`src/rtl/serial_mag_comparator.sv`:
```
// Bit-serial magnitude comparator: folds WIDTH MSB-first slice flags (eq/lt/gt) into one
// whole-word relation with a one-word result holding stage and valid/ready handshakes.
module serial_mag_comparator #(
    parameter int unsigned WIDTH = 4
) (
    input  logic clk,
    input  logic rst_n,
    input  logic in_valid,
    output logic in_ready,
    input  logic in_eq,
    input  logic in_lt,
    input  logic in_gt,
    output logic out_valid,
    input  logic out_ready,
    output logic out_eq,
    output logic out_lt,
    output logic out_gt,
    output logic out_err,
    output logic busy
);

    localparam int unsigned CW = $clog2(WIDTH + 1);

    typedef enum logic [1:0] {StIdle, StAccum, StHold} state_t;

    state_t        state;
    logic [CW-1:0] cnt;
    logic          locked;
    logic          lt_q;
    logic          gt_q;
    logic          err_q;
    logic          all_eq;

    logic accept;
    logic onehot;
    logic last;
    logic lock_now;
    logic err_n;
    logic all_eq_n;
    logic lt_n;
    logic gt_n;
    logic locked_n;

    assign accept = in_valid && in_ready;
    assign onehot = ({in_eq, in_lt, in_gt} == 3'b100) || ({in_eq, in_lt, in_gt} == 3'b010) ||
                    ({in_eq, in_lt, in_gt} == 3'b001);
    assign last   = (cnt == CW'(WIDTH - 1));

    // Only a well-formed lt/gt slice may lock; malformed slices just poison the word.
    always_comb begin
        lock_now = onehot && !in_eq && !locked;
        err_n    = err_q || !onehot;
        all_eq_n = all_eq && onehot && in_eq;
        lt_n     = lock_now ? in_lt : lt_q;
        gt_n     = lock_now ? in_gt : gt_q;
        locked_n = locked || lock_now;
    end

    always_ff @(posedge clk or negedge rst_n) begin
        if (!rst_n) begin
            state     <= StIdle;
            cnt       <= '0;
            locked    <= 1'b0;
            lt_q      <= 1'b0;
            gt_q      <= 1'b0;
            err_q     <= 1'b0;
            all_eq    <= 1'b1;
            in_ready  <= 1'b0;
            out_valid <= 1'b0;
            busy      <= 1'b0;
            out_eq    <= 1'b0;
            out_lt    <= 1'b0;
            out_gt    <= 1'b0;
            out_err   <= 1'b0;
        end else begin
            case (state)
                StIdle, StAccum: begin
                    if (accept) begin
                        cnt    <= cnt + 1'b1;
                        locked <= locked_n;
                        lt_q   <= lt_n;
                        gt_q   <= gt_n;
                        err_q  <= err_n;
                        all_eq <= all_eq_n;
                        if (last) begin
                            state     <= StHold;
                            in_ready  <= 1'b0;
                            busy      <= 1'b0;
                            out_valid <= 1'b1;
                            out_err   <= err_n;
                            out_eq    <= !err_n && all_eq_n;
                            out_lt    <= !err_n && lt_n;
                            out_gt    <= !err_n && gt_n;
                        end else begin
                            state    <= StAccum;
                            in_ready <= 1'b1;
                            busy     <= 1'b1;
                        end
                    end else begin
                        // Gap cycle: hold position; in_ready rises here right after reset.
                        in_ready <= 1'b1;
                    end
                end
                StHold: begin
                    if (out_ready) begin
                        state     <= StIdle;
                        cnt       <= '0;
                        locked    <= 1'b0;
                        lt_q      <= 1'b0;
                        gt_q      <= 1'b0;
                        err_q     <= 1'b0;
                        all_eq    <= 1'b1;
                        in_ready  <= 1'b1;
                        out_valid <= 1'b0;
                        out_eq    <= 1'b0;
                        out_lt    <= 1'b0;
                        out_gt    <= 1'b0;
                        out_err   <= 1'b0;
                    end else begin
                        in_ready <= 1'b0;
                    end
                end
                default: begin
                    state    <= StIdle;
                    cnt      <= '0;
                    in_ready <= 1'b1;
                    busy     <= 1'b0;
                end
            endcase
        end
    end

endmodule
```
`config.mk`:
```
export PLATFORM = sky130hd
export DESIGN_NAME = serial_mag_comparator
export DESIGN_NICKNAME = d
export VERILOG_FILES = /design/src/rtl/serial_mag_comparator.sv
export SDC_FILE = /design/constraint.sdc
export NUM_CORES = 1
export LEC_CHECK = 0
export CORE_MARGIN = 4
export CORE_UTILIZATION = 34
export CTS_CLUSTER_SIZE = 25
export DETAILED_ROUTE_END_ITERATION = 10
export HOLD_SLACK_MARGIN = 0.12
export SYNTH_ARGS = -nofsm -noshare
export SYNTH_HDL_FRONTEND = slang
export SYNTH_SLANG_ARGS = --single-unit
```
`constraint.sdc`:
```
create_clock -name clk -period 1.7 [get_ports clk]
set_input_delay 0.34 -clock clk [delete_from_list [all_inputs] [get_ports clk]]
set_output_delay 0.34 -clock clk [all_outputs]
set_load 0.02 [all_outputs]
```
==> results.sh, run 1 <==
export IMPL_status="finished clean"
export IMPL_combPwrFrac=0.406
export IMPL_synth_simple_area_share=0.2296
export IMPL_swShare=0.3516
export IMPL_crit_cells=1
export IMPL_p_leak_nw=0.4576
export IMPL_synth_compound_area_frac=0.1722
export IMPL_row_count=17
export IMPL_gp_congestion=0.7692
export IMPL_ant_nets=0
export IMPL_port_buffers=13
export IMPL_crit_fanout=3
export IMPL_crit_chain="clkdlybuf4s50_1"
export IMPL_grt_pass1_wl_um=2918
export IMPL_setup_viol=0
export IMPL_crit_path_start_kind="flop"
export IMPL_synthFlopType="dfrtp_1"
export IMPL_yosys_cell_count_top_type="dfrtp_1"
export IMPL_p_seq_frac=0.451
export IMPL_fin_crit_ns=1.610
export IMPL_yosys_area_share_adder=0.03021
export IMPL_rr_worst_depth=6
export IMPL_largest_reg_flops=3
export IMPL_slowest_stage="clkdlybuf4s50_1"
export IMPL_drive_above_1_share=0.1509
export IMPL_fin_ws_ns=0.09013
export IMPL_start_util=0.3674
export IMPL_antenna_cells=0
export IMPL_die_area_um2=3290
export IMPL_hold_violations=0
export IMPL_end_kind="output port"
export IMPL_report_final_slew_viol_count=0
export IMPL_via_per_inst=4.955
export IMPL_drt_iter0_drc=8
export IMPL_yosysUniqueCellTypes=29
export IMPL_synth_xor_area_frac=0.02115
export IMPL_startpoint="busy$_DFFE_PN0P_"
export IMPL_netlist_top_cell_by_area="dfrtp_1"
export IMPL_ios=14
export IMPL_fmax_mhz=621.2
export IMPL_nNetsFinal=116
export IMPL_cts_hold_buf=0
export IMPL_timing_slew_headroom=0.7497
export IMPL_fin_area_um2=1080
export IMPL_first_pass_iters=4
export IMPL_grt_pass1_vias=690
export IMPL_htreeDepth=1
export IMPL_fin_crit_sh=0.9470
export IMPL_pre_cts_slack_ns=-0.02854
export IMPL_syn_area_um2=828.3
export IMPL_clockRootBuffer="clkbuf_4"
export IMPL_cts_buffers=3
export IMPL_p_int_w=0.0009335
export IMPL_fp_dieW_um=57.36
export IMPL_ir_worst_vdd_mv=0.6794
export IMPL_grt_max_degree=12
export IMPL_grt_total_usage=0.1141
export IMPL_use_met1=0.1491
export IMPL_rsz0062_at_grt="false"
export IMPL_synth_top_cell_area_share=0.4834
export IMPL_vias=664
export IMPL_clock_sinks=17
export IMPL_avgSynthCellArea_um2=10.10
export IMPL_ys_ff_latch=17
export IMPL_crit_arrival_ns=1.27
export IMPL_synth_edf_count=0
export IMPL_pwr_share_clk=0.143
export IMPL_powerDensity_nw_per_um2=1333
export IMPL_drc_errors=0
export IMPL_max_cap_viol_count=0
export IMPL_max_stage_delay_ns=0.61
export IMPL_biggestRegsByFlops="cnt (3), state (2)"
export IMPL_core_um2=2255
export IMPL_post_dp_cell_area_um2=1049
export IMPL_crit_family="buffers and inverters"
export IMPL_yosysSeqAreaShare=0.5151
export IMPL_reg2reg_from="cnt[0]$_DFFE_PN0P_"
export IMPL_synthTopCellsByArea="dfrtp_1, nand2_1, o21ai_0"
export IMPL_finClkSkew_ns=0.0006368
export IMPL_insertion_delay_ns=0.28
export IMPL_top_usage_layer="met2"
export IMPL_grt_use_met3=0.02262
export IMPL_path_clk_slew_ns=0.09
export IMPL_postSynthCellCount=82
export IMPL_worstPathRequired_ns=1.36
export IMPL_setup_tns_ns=0
export IMPL_antenna_found_initial=0
export IMPL_synth_top_family_by_area="simple AND/OR/NAND/NOR gates"
export IMPL_syn2layout_area_growth_pct=30.36
export IMPL_critPathKind="reg -> out"
export IMPL_synthTopCellsByCount="dfrtp_1, nand2_1, nor2_1, o21ai_0"
export IMPL_place_hpwl_um=1334
export IMPL_stdcell_count=134
export IMPL_routedWlPerCell_um=12.43
export IMPL_p_switching_w=0.0005062
export IMPL_overflow=0
export IMPL_timing_hold_worst_class="in -> async"
export IMPL_syn_num_nets=91
export IMPL_clk_path_buf_depth=2
export IMPL_synth_mux_area_frac=0.01208
export IMPL_wl_um=1665
export IMPL_largest_register="cnt"
export IMPL_ys_warn_count=0
export IMPL_dp_cells=130
export IMPL_async_flop_share=1.000
export IMPL_use_met2=0.1823
export IMPL_fillers=233
export IMPL_cp_num_buf_inv=1
export IMPL_worst_slew_pin_slew_ns=0.3745
export IMPL_total_power_w=0.001440
export IMPL_cts_tree="done"
export IMPL_die_height_um=57.36
power by group through the flow:
stage / Clock (W) / Sequential [W] / Combinational (W)
final: 0.000206 / 0.000650 / 0.000584
after global routing: 0.000232 / 0.000674 / 0.000660
after detailed placement: 0 / 0.000661 / 0.000586
after global placement: 0 / 0.000656 / 0.000573
after CTS: 0.000221 / 0.000651 / 0.000592
after floorplan: 0 / 0.000695 / 0.000309
repair_timing:
action | in CTS | in global routing
gates resized for setup | 0 | 2
buffers inserted | 0 | 0
setup endpoints to repair | 0 | 3
worst reg2reg max path, cell delays in order (launching register included):
cell and delay (ns):
dfrtp_1 0.41, ha_1 0.17, ha_1 0.17, nand4b_1 0.24
buf_4 0.23, a21boi_1 0.18, inv_1 0.05
metrics by stage:
stage | utilization | hold slack, ns
global placement | 0.4650 | 0.4629
detailed placement | 0.4650 | 0.4746
CTS | 0.4767 | 0.3023
global route | 0.4789 | 0.3031
finish | 0.4789 | 0.3051
floorplan | - | 0.04441
metal layers:
metal	vias to the layer above	routed length (um)
li1	336	-
met1	319	806
met2	7	799
met3	2	48
met4	0	10
met5	-	0
area by class of cell:
type | count | area [um2] | area share
sequential | 17 | 426.7 | 0.3951
multi-input combinational | 61 | 387.9 | 0.3592
timing repair buffer | 21 | 192.7 | 0.1784
tap | 28 | 35.03 | 0.03244
clock buffer | 4 | 26.28 | 0.02433
inverter | 3 | 11.26 | 0.01043
kinds of logic (layout without fill, tap and decap cells):
kind of cell	count (synthesis)	after routing
compound gates	22	22
xor+xnor	2	2
fa+ha+maj	2	2
buf+inv	4	28
flops	17	17
mux	1	1
simple gates	34	34
cell usage in the layout (no fill, tap or decap), drive strengths merged, types with 3 or more instances in the layout:
master	instances
o21ai	8
inv	3
dfrtp	16
nor2	7
clkbuf	4
nand2	12
clkdlybuf4s50	12
buf	8
a21oi	3
path summary, 6_finish.rpt:
path                                         endpoint  slack (ns)
worst max-delay path                             busy        0.09
worst min-delay path            out_valid$_DFFE_PN0P_        0.31
worst max register to register     in_ready$_DFF_PN0_        0.15
worst min register to register     out_gt$_DFFE_PN0P_        0.49
max in group asynchronous          cnt[1]$_DFFE_PN0P_        0.94
min in group clk                   out_gt$_DFFE_PN0P_        0.49
No activity file was read; power rests on OpenSTA's default activity.
==> run 2, diff against run 1 <==
--- a/config.mk
+++ b/config.mk
@@ -10,6 +10,7 @@
 export CTS_CLUSTER_SIZE = 25
 export DETAILED_ROUTE_END_ITERATION = 10
 export HOLD_SLACK_MARGIN = 0.12
+export MAX_ROUTING_LAYER = met4
 export SYNTH_ARGS = -nofsm -noshare
 export SYNTH_HDL_FRONTEND = slang
 export SYNTH_SLANG_ARGS = --single-unit
==> results.sh, run 2 (synthesis gave the netlist of run 1 again) <==
export IMPL_status="finished clean"
export IMPL_grt_pass1_wl_um=2918
export IMPL_routedWlPerCell_um=12.39
export IMPL_fillers=233
export IMPL_critPathKind="reg -> out"
export IMPL_fin_ws_ns=0.09052
export IMPL_htreeDepth=1
export IMPL_holdWs_ns=0.3019
export IMPL_port_buffers=13
export IMPL_setup_tns_ns=0
export IMPL_max_cap_viol_count=0
export IMPL_report_final_slew_viol_count=0
export IMPL_gp_congestion=0.7795
export IMPL_cts_resized_gates=0
export IMPL_die_height_um=57.36
export IMPL_grt_pass1_vias=690
export IMPL_mostFrequentLayoutCell="dfrtp_1"
export IMPL_antenna_cells=0
export IMPL_core_um2=2255
export IMPL_fin_area_um2=1080
export IMPL_start_util=0.3674
export IMPL_crit_fanout=3
export IMPL_insertion_delay_ns=0.28
export IMPL_drt_iter0_drc=6
export IMPL_nNetsFinal=116
export IMPL_crit_arrival_ns=1.27
export IMPL_vias=662
export IMPL_drive_above_1_share=0.1509
export IMPL_wl_um=1660
export IMPL_fin_crit_sh=0.9468
export IMPL_row_count=17
export IMPL_end_kind="output port"
export IMPL_largest_reg_flops=3
export IMPL_syn2layout_area_growth_pct=30.36
export IMPL_stdcell_count=134
export IMPL_crit_chain="clkdlybuf4s50_1"
export IMPL_clock_sinks=17
export IMPL_seq_area_um2=426.7
export IMPL_cts_hold_buf=0
export IMPL_max_stage_delay_ns=0.61
export IMPL_hold_violations=0
export IMPL_final_cell_mix="dfrtp_1, nand2_1, clkdlybuf4s50_1"
export IMPL_cp_num_buf_inv=1
export IMPL_clk_path_buf_depth=2
export IMPL_fmax_mhz=621.3
export IMPL_overflow=0
export IMPL_finClkSkew_ns=0.001534
export IMPL_via_per_inst=4.940
export IMPL_grt_total_usage=0.1176
export IMPL_ios=14
export IMPL_ir_worst_vdd_mv=0.6785
export IMPL_antenna_found_initial=0
export IMPL_worstPathRequired_ns=1.36
export IMPL_cts_buffers=3
export IMPL_post_cts_setup_buffers=0
export IMPL_fin_crit_ns=1.609
export IMPL_drc_errors=0
export IMPL_ant_nets=0
export IMPL_place_hpwl_um=1334
export IMPL_biggestRegsByFlops="cnt (3), state (2)"
export IMPL_pre_cts_slack_ns=-0.02854
export IMPL_cts_tree="done"
export IMPL_first_pass_iters=4
export IMPL_path_clk_slew_ns=0.09
export IMPL_fp_dieW_um=57.36
export IMPL_dp_cells=130
export IMPL_p_leak_nw=0.4576
export IMPL_multi_input_area_um2=387.9
export IMPL_slowest_stage="clkdlybuf4s50_1"
export IMPL_die_area_um2=3290
export IMPL_crit_path_start_kind="flop"
export IMPL_crit_family="buffers and inverters"
export IMPL_clockRootBuffer="clkbuf_4"
export IMPL_rsz0062_at_grt="false"
export IMPL_grt_max_degree=12
export IMPL_setup_viol=0
export IMPL_worst_slew_pin_slew_ns=0.3747
export IMPL_powerDensity_nw_per_um2=1333
export IMPL_largest_register="cnt"
export IMPL_timing_slew_headroom=0.7495
export IMPL_timing_hold_worst_class="in -> async"
export IMPL_post_dp_cell_area_um2=1049
-- run 2: cell counts in the layout (fill, tap and decap cells not counted) --
No cell type changed its count.
-- run 2: worst reg2reg max path, stage by stage (launching register included) --
cell	delay, ns
dfrtp_1	0.41
ha_1	0.17
ha_1	0.17
nand4b_1	0.23
buf_4	0.22
a21boi_1	0.18
inv_1	0.05
-- run 2: area by class of cell --
cell class	count	area share
flip-flops and latches	17	0.3951
multi-input cells	61	0.3592
repair buffers	21	0.1784
well taps	28	0.03244
clock buffers	4	0.02433
inverters	3	0.01043
-- run 2: metrics by stage --
step	util	power (W)
finish	0.4789	0.001440
global route	0.4789	0.001566
CTS	0.4767	0.001464
detailed placement	0.4650	0.001247
global placement	0.4650	0.001229
floorplan	-	0.001004
-- run 2: where the power goes --
group	total [W]	switching, W	internal (W)
registers	0.000650	0.000109	0.000541
logic	0.000583	0.000281	0.000302
clock network	0.000207	0.000116	0.0000909
-- run 2: per-layer routing --
| metal | vias up | global-route usage | wire length [um] | part of all wire |
|---|---|---|---|---|
| met2 | 7 | 0.1823 | 799 | 0.48 |
| li1 | 335 | - | - | - |
| met3 | 2 | 0.02036 | 36 | 0.022 |
| met5 | - | - | 0 | 0 |
| met1 | 318 | 0.1505 | 813 | 0.49 |
| met4 | 0 | 0.04967 | 10 | 0.0060 |
-- run 2: path summary, 6_finish.rpt --
check                                    from               endpoint  slack (ns)  cells past startpoint
max                          busy$_DFFE_PN0P_                   busy        0.09                      1
min                                     rst_n  out_valid$_DFFE_PN0P_        0.30                      1
max reg2reg                cnt[0]$_DFFE_PN0P_     in_ready$_DFF_PN0_        0.17                      6
min reg2reg                out_gt$_DFFE_PN0P_     out_gt$_DFFE_PN0P_        0.49                      2
max in group asynchronous               rst_n     cnt[1]$_DFFE_PN0P_        0.94                      2
min in group clk           out_gt$_DFFE_PN0P_     out_gt$_DFFE_PN0P_        0.49                      2
==> variant 1 (flow settings as in run 2) <==
Set the parameter `WIDTH` to 8 (it was 4).
--- a/src/rtl/serial_mag_comparator.sv
+++ b/src/rtl/serial_mag_comparator.sv
@@ -1,7 +1,7 @@
 // Bit-serial magnitude comparator: folds WIDTH MSB-first slice flags (eq/lt/gt) into one
 // whole-word relation with a one-word result holding stage and valid/ready handshakes.
 module serial_mag_comparator #(
-    parameter int unsigned WIDTH = 4
+    parameter int unsigned WIDTH = 8
 ) (
     input  logic clk,
     input  logic rst_n,
Check against the original RTL: not equivalent (a bounded check fails within 10 cycles, from zero or initial values and one cycle with rst_n low).
==> variant 1 against run 2 <==
- first-iteration DRC count grew 83%
- final area increased by 5.3%
- die area rose by 3.3%
- global-route usage is 0.82 points higher
- critical path type unchanged
- largest cell class unchanged
- clock power grew 27%
- sequential cell count rose by 1
- total power is 3.4% lower
- worst setup slack gained 0.0027 ns
- routed wire length is 2.0% higher
- synthesized area grew 3.8%
==> variant 1: results <==
group,metric,value,unit
run_status,outcome,"completed",
finish,nNetsFinal,118,
routing,vias_per_cell,5.007,
finish,reg_top3,"cnt: 4 flops, state: 2 flops",
synthesis,ys_types,32,
finish,drive_gt1_share,20.18,%
routing,wirelength,1.694,mm
place,placed_area,0.001099,sq mm
synthesis,synthTopCellsByCount,"17 x dfrtp_1, 13 x nand2_1, 7 x o21ai_0, 6 x nor2_1, 4 x a21oi_1",
timing,relSlewSlack,81.10,%
finish,fill_cells,236,
critical_path,crit_start,"out_gt",
grt,grtUsageTotal,12.58,%
power,vdd_ir_drop_max,0.8279,mV
grt,grt_pass1_wl,3.098,mm
synthesis,synth_area_leaders,"dfrtp_1 49%, nand2_1 5.7%, o21ai_0 4.1%",
place,gp_congestion,0.7358,
cts,cts_root_buf,"clkbuf_4",
grt,grt_pass1_vias,709,
place,preCtsSetupSlack,-0.09723,ns
timing,fin_skew,0.002110,ns
power,leakage,0.5068,nW
synthesis,ys_seq_area_share,52.55,%
place,hpwl,1.315,mm
critical_path,path_max_fanout,2,
[variant 1: cell count changes in the layout (fill, tap and decap cells not counted), sizes merged, moves of 2 or more]
| cell | delta |
|---|---|
| a21o | -2 |
| and3b | +2 |
| buf | +3 |
| nand2b | -2 |
| nand4 | +2 |
| nor4b | -2 |
[variant 1: timing repair]
action,in CTS,in global routing
setup endpoints to repair,1,2
gates cloned,0,0
resized for setup,1,2
[variant 1: routing by layer]
metal	vias up	GRT usage, %	routed length, um	share of wire [%]
met5	-	-	0	0
met4	0	6.954	46	2.7
met3	4	4.009	98	5.8
met2	17	19.30	790	47
met1	320	14.42	759	45
li1	345	-	-	-
[variant 1: area by class of cell]
cell class	instances	area, sq um	share of cell area, %
sequential	18	451.7	39.71
tap	28	35.03	3.080
inverter	2	7.507	0.6601
multi-input combinational	61	392.9	34.54
clock buffer	4	36.28	3.190
timing repair buffer	24	214.0	18.81
[variant 1: final timing paths]
kind,end,slack (ns),depth (start not counted)
setup / recovery,out_gt,0.09,1
max in group asynchronous,all_eq,1.09,2
hold / removal,out_gt,0.36,2
setup reg to reg,out_gt,0.21,5
min in group clk,out_valid,0.49,2
hold reg to reg,out_valid,0.49,2
[variant 1: through the flow]
stage	setup TNS (ns)	instances
after global placement	-0.2522	133
after CTS	0	137
after detailed placement	-0.2686	133
after floorplan	0	83
after global routing	0	137
final	0	137
[variant 1: power breakdown]
part,internal (mW),total (mW),switching (mW)
Clock,0.131,0.262,0.131
Combinational,0.242,0.473,0.231
Sequential,0.557,0.657,0.0994
Total,0.930,1.39,0.462
[variant 1: cells by family (layout without fill, tap and decap cells)]
group / Yosys count / in the layout / synth area share (%)
AND/OR/NAND/NOR: 36 / 36 / 23.73
AO/OA/AOI/OAI: 19 / 19 / 14.85
flip-flops: 18 / 18 / 52.55
buffers and inverters: 4 / 30 / 1.892
XOR/XNOR: 3 / 3 / 3.057
multiplexers: 2 / 2 / 2.474
adder cells (fa/ha/maj): 1 / 1 / 1.455
==> variant 2 (config.mk and constraints of run 2) <==
Without the edit above. Register the output `out_err` once more, cleared by the reset; this adds one clock of latency there. The other outputs are not delayed to match.
--- a/src/rtl/serial_mag_comparator.sv
+++ b/src/rtl/serial_mag_comparator.sv
@@ -22,6 +22,8 @@
     localparam int unsigned CW = $clog2(WIDTH + 1);
 
     typedef enum logic [1:0] {StIdle, StAccum, StHold} state_t;
+
+    logic out_err_s0;
 
     state_t        state;
     logic [CW-1:0] cnt;
@@ -71,7 +73,7 @@
             out_eq    <= 1'b0;
             out_lt    <= 1'b0;
             out_gt    <= 1'b0;
-            out_err   <= 1'b0;
+            out_err_s0 <= 1'b0;
         end else begin
             case (state)
                 StIdle, StAccum: begin
@@ -87,7 +89,7 @@
                             in_ready  <= 1'b0;
                             busy      <= 1'b0;
                             out_valid <= 1'b1;
-                            out_err   <= err_n;
+                            out_err_s0 <= err_n;
                             out_eq    <= !err_n && all_eq_n;
                             out_lt    <= !err_n && lt_n;
                             out_gt    <= !err_n && gt_n;
@@ -115,7 +117,7 @@
                         out_eq    <= 1'b0;
                         out_lt    <= 1'b0;
                         out_gt    <= 1'b0;
-                        out_err   <= 1'b0;
+                        out_err_s0 <= 1'b0;
                     end else begin
                         in_ready <= 1'b0;
                     end
@@ -130,4 +132,12 @@
         end
     end
 
+    always_ff @(posedge clk or negedge rst_n) begin
+        if (!rst_n) begin
+            out_err <= '0;
+        end else begin
+            out_err <= out_err_s0;
+        end
+    end
+
 endmodule
Behaviour: not the same (a bounded check fails within 10 cycles, from zero or initial values and one cycle with rst_n low).
==> variant 2 against run 2 <==
- register-to-register slack better by 0.06 ns
- sequential cell count is 1 higher
- core utilization is 0.72 points higher
- routed wire length is 1.1% lower
- non-clock buffer count is 2 higher
- synthesized area is 0.91% lower
- first-iteration DRC count is 67% lower
- critical path type unchanged
- total power is 5.7% higher
- final area is 1.5% higher
- worst setup slack worse by 0.0069 ns
- via count is 4.1% higher
- count of clock-buffer cells in the layout stayed put
- global-route usage is 0.13 points higher
==> variant 2: results <==
group,metric,value,unit
run_status,outcome,"completed",
routing,wirelength,1.642,mm
grt,antenna_found_initial,0,
grt,grt_max_degree,19,
routing,highest_layer,"met4",
finish,fill_cells,237,
power,leakage,0.4688,nW
synthesis,synth_area_leaders,"dfrtp_1 52%, o21ai_0 6.1%, nand2_1 5.0%",
critical_path,rrSetupSlack,0.23,ns
routing,drt-pass1-iter-count,4,
routing,vias_per_cell,5.066,
cts,htree_levels,1,
power,internal_power,1.006,mW
power,vdd_ir_drop_max,0.7977,mV
routing,drtIter0Drc,2,
timing,worstMarginPinSlew,0.3261,ns
routing,route.met2.wl,728,um
place,preCtsSetupSlack,-0.04927,ns
routing,wl_met1,794,um
synthesis,synthTopCellsByCount,"17 x dfrtp_1, 11 x nand2_1, 10 x o21ai_0, 4 x inv_1, 4 x nor2_1",
synthesis,ys_seq_area_share,55.03,%
cts,cts-resized-gates,1,
grt,grtUsageTotal,11.89,%
synthesis,synth_fp_nets,90,
place,gp_congestion,0.7879,
finish,drive_gt1_share,15.74,%
routing,met3_length,87,um
place,hpwl,1.287,mm
hold_path,hp-class,"in2async",
critical_path,worst_r2r_endpoint,"out_eq",
grt,grt_pass1_vias,675,
synthesis,yosysTopAreaCellShare,51.83,%
finish,nNetsFinal,118,
grt,grt_pass1_wl,2.884,mm
critical_path,critPathMaxStageDelay,0.61,ns
synthesis,ys_types,28,
## variant 2: changes by cell type after synthesis, sizes merged, moves of 2 or more
cell,run 2,this run
o21ai,8,13
nor2,7,4
a21o,2,0
and2,1,3
nand3,2,4
nor4b,2,0
xor2,2,0
## variant 2: final cells by class
class	instances	area share, %
sequential	18	41.21
multi-input combinational	59	32.31
timing repair buffer	23	18.61
clock buffer	4	3.311
tap	28	3.196
inverter	4	1.370
## variant 2: routing by layer
layer	vias up	global-route usage, %
met4	0	5.960
met1	326	14.19
met5	-	-
met3	4	3.167
li1	344	-
met2	15	18.43
## variant 2: through the flow
step / cells / area, sq um
5_1_grt: 136 / 1096
3_3_place_gp: 132 / 1061
6_report: 136 / 1096
2_1_floorplan: 81 / 820.8
3_5_place_dp: 132 / 1061
4_1_cts: 136 / 1096
## variant 2: cell families (layout without fill, tap and decap cells)
logic type	count (synthesis)	after routing	synth area share, %
buffers and inverters	4	31	1.829
adders and majority gates	2	2	3.048
DFF	18	18	55.03
and+or+nand+nor	32	32	20.73
AOI/OAI and AO/OA	24	24	18.29
xor gates and xnor gates	1	1	1.067
## variant 2: how the worst max path moves through the flow
stage | slack, ns | end | cells after the start | start
2_1_floorplan | 0.39 | out_eq | 6 | cnt[0]
6_report | 0.08 | busy | 1 | busy
3_3_place_gp | -0.04 | out_gt | 5 | in_gt
3_5_place_dp | -0.05 | out_lt | 5 | in_gt
5_1_grt | 0.03 | busy | 1 | busy
4_1_cts | 0.07 | busy | 1 | busy
## variant 2: power by group through the flow
stage	Combinational (mW)	Sequential (mW)	Clock, mW
2_1_floorplan	0.265	0.754	0
3_3_place_gp	0.567	0.702	0
3_5_place_dp	0.580	0.708	0
4_1_cts	0.577	0.699	0.270
5_1_grt	0.642	0.724	0.288
6_report	0.564	0.699	0.260
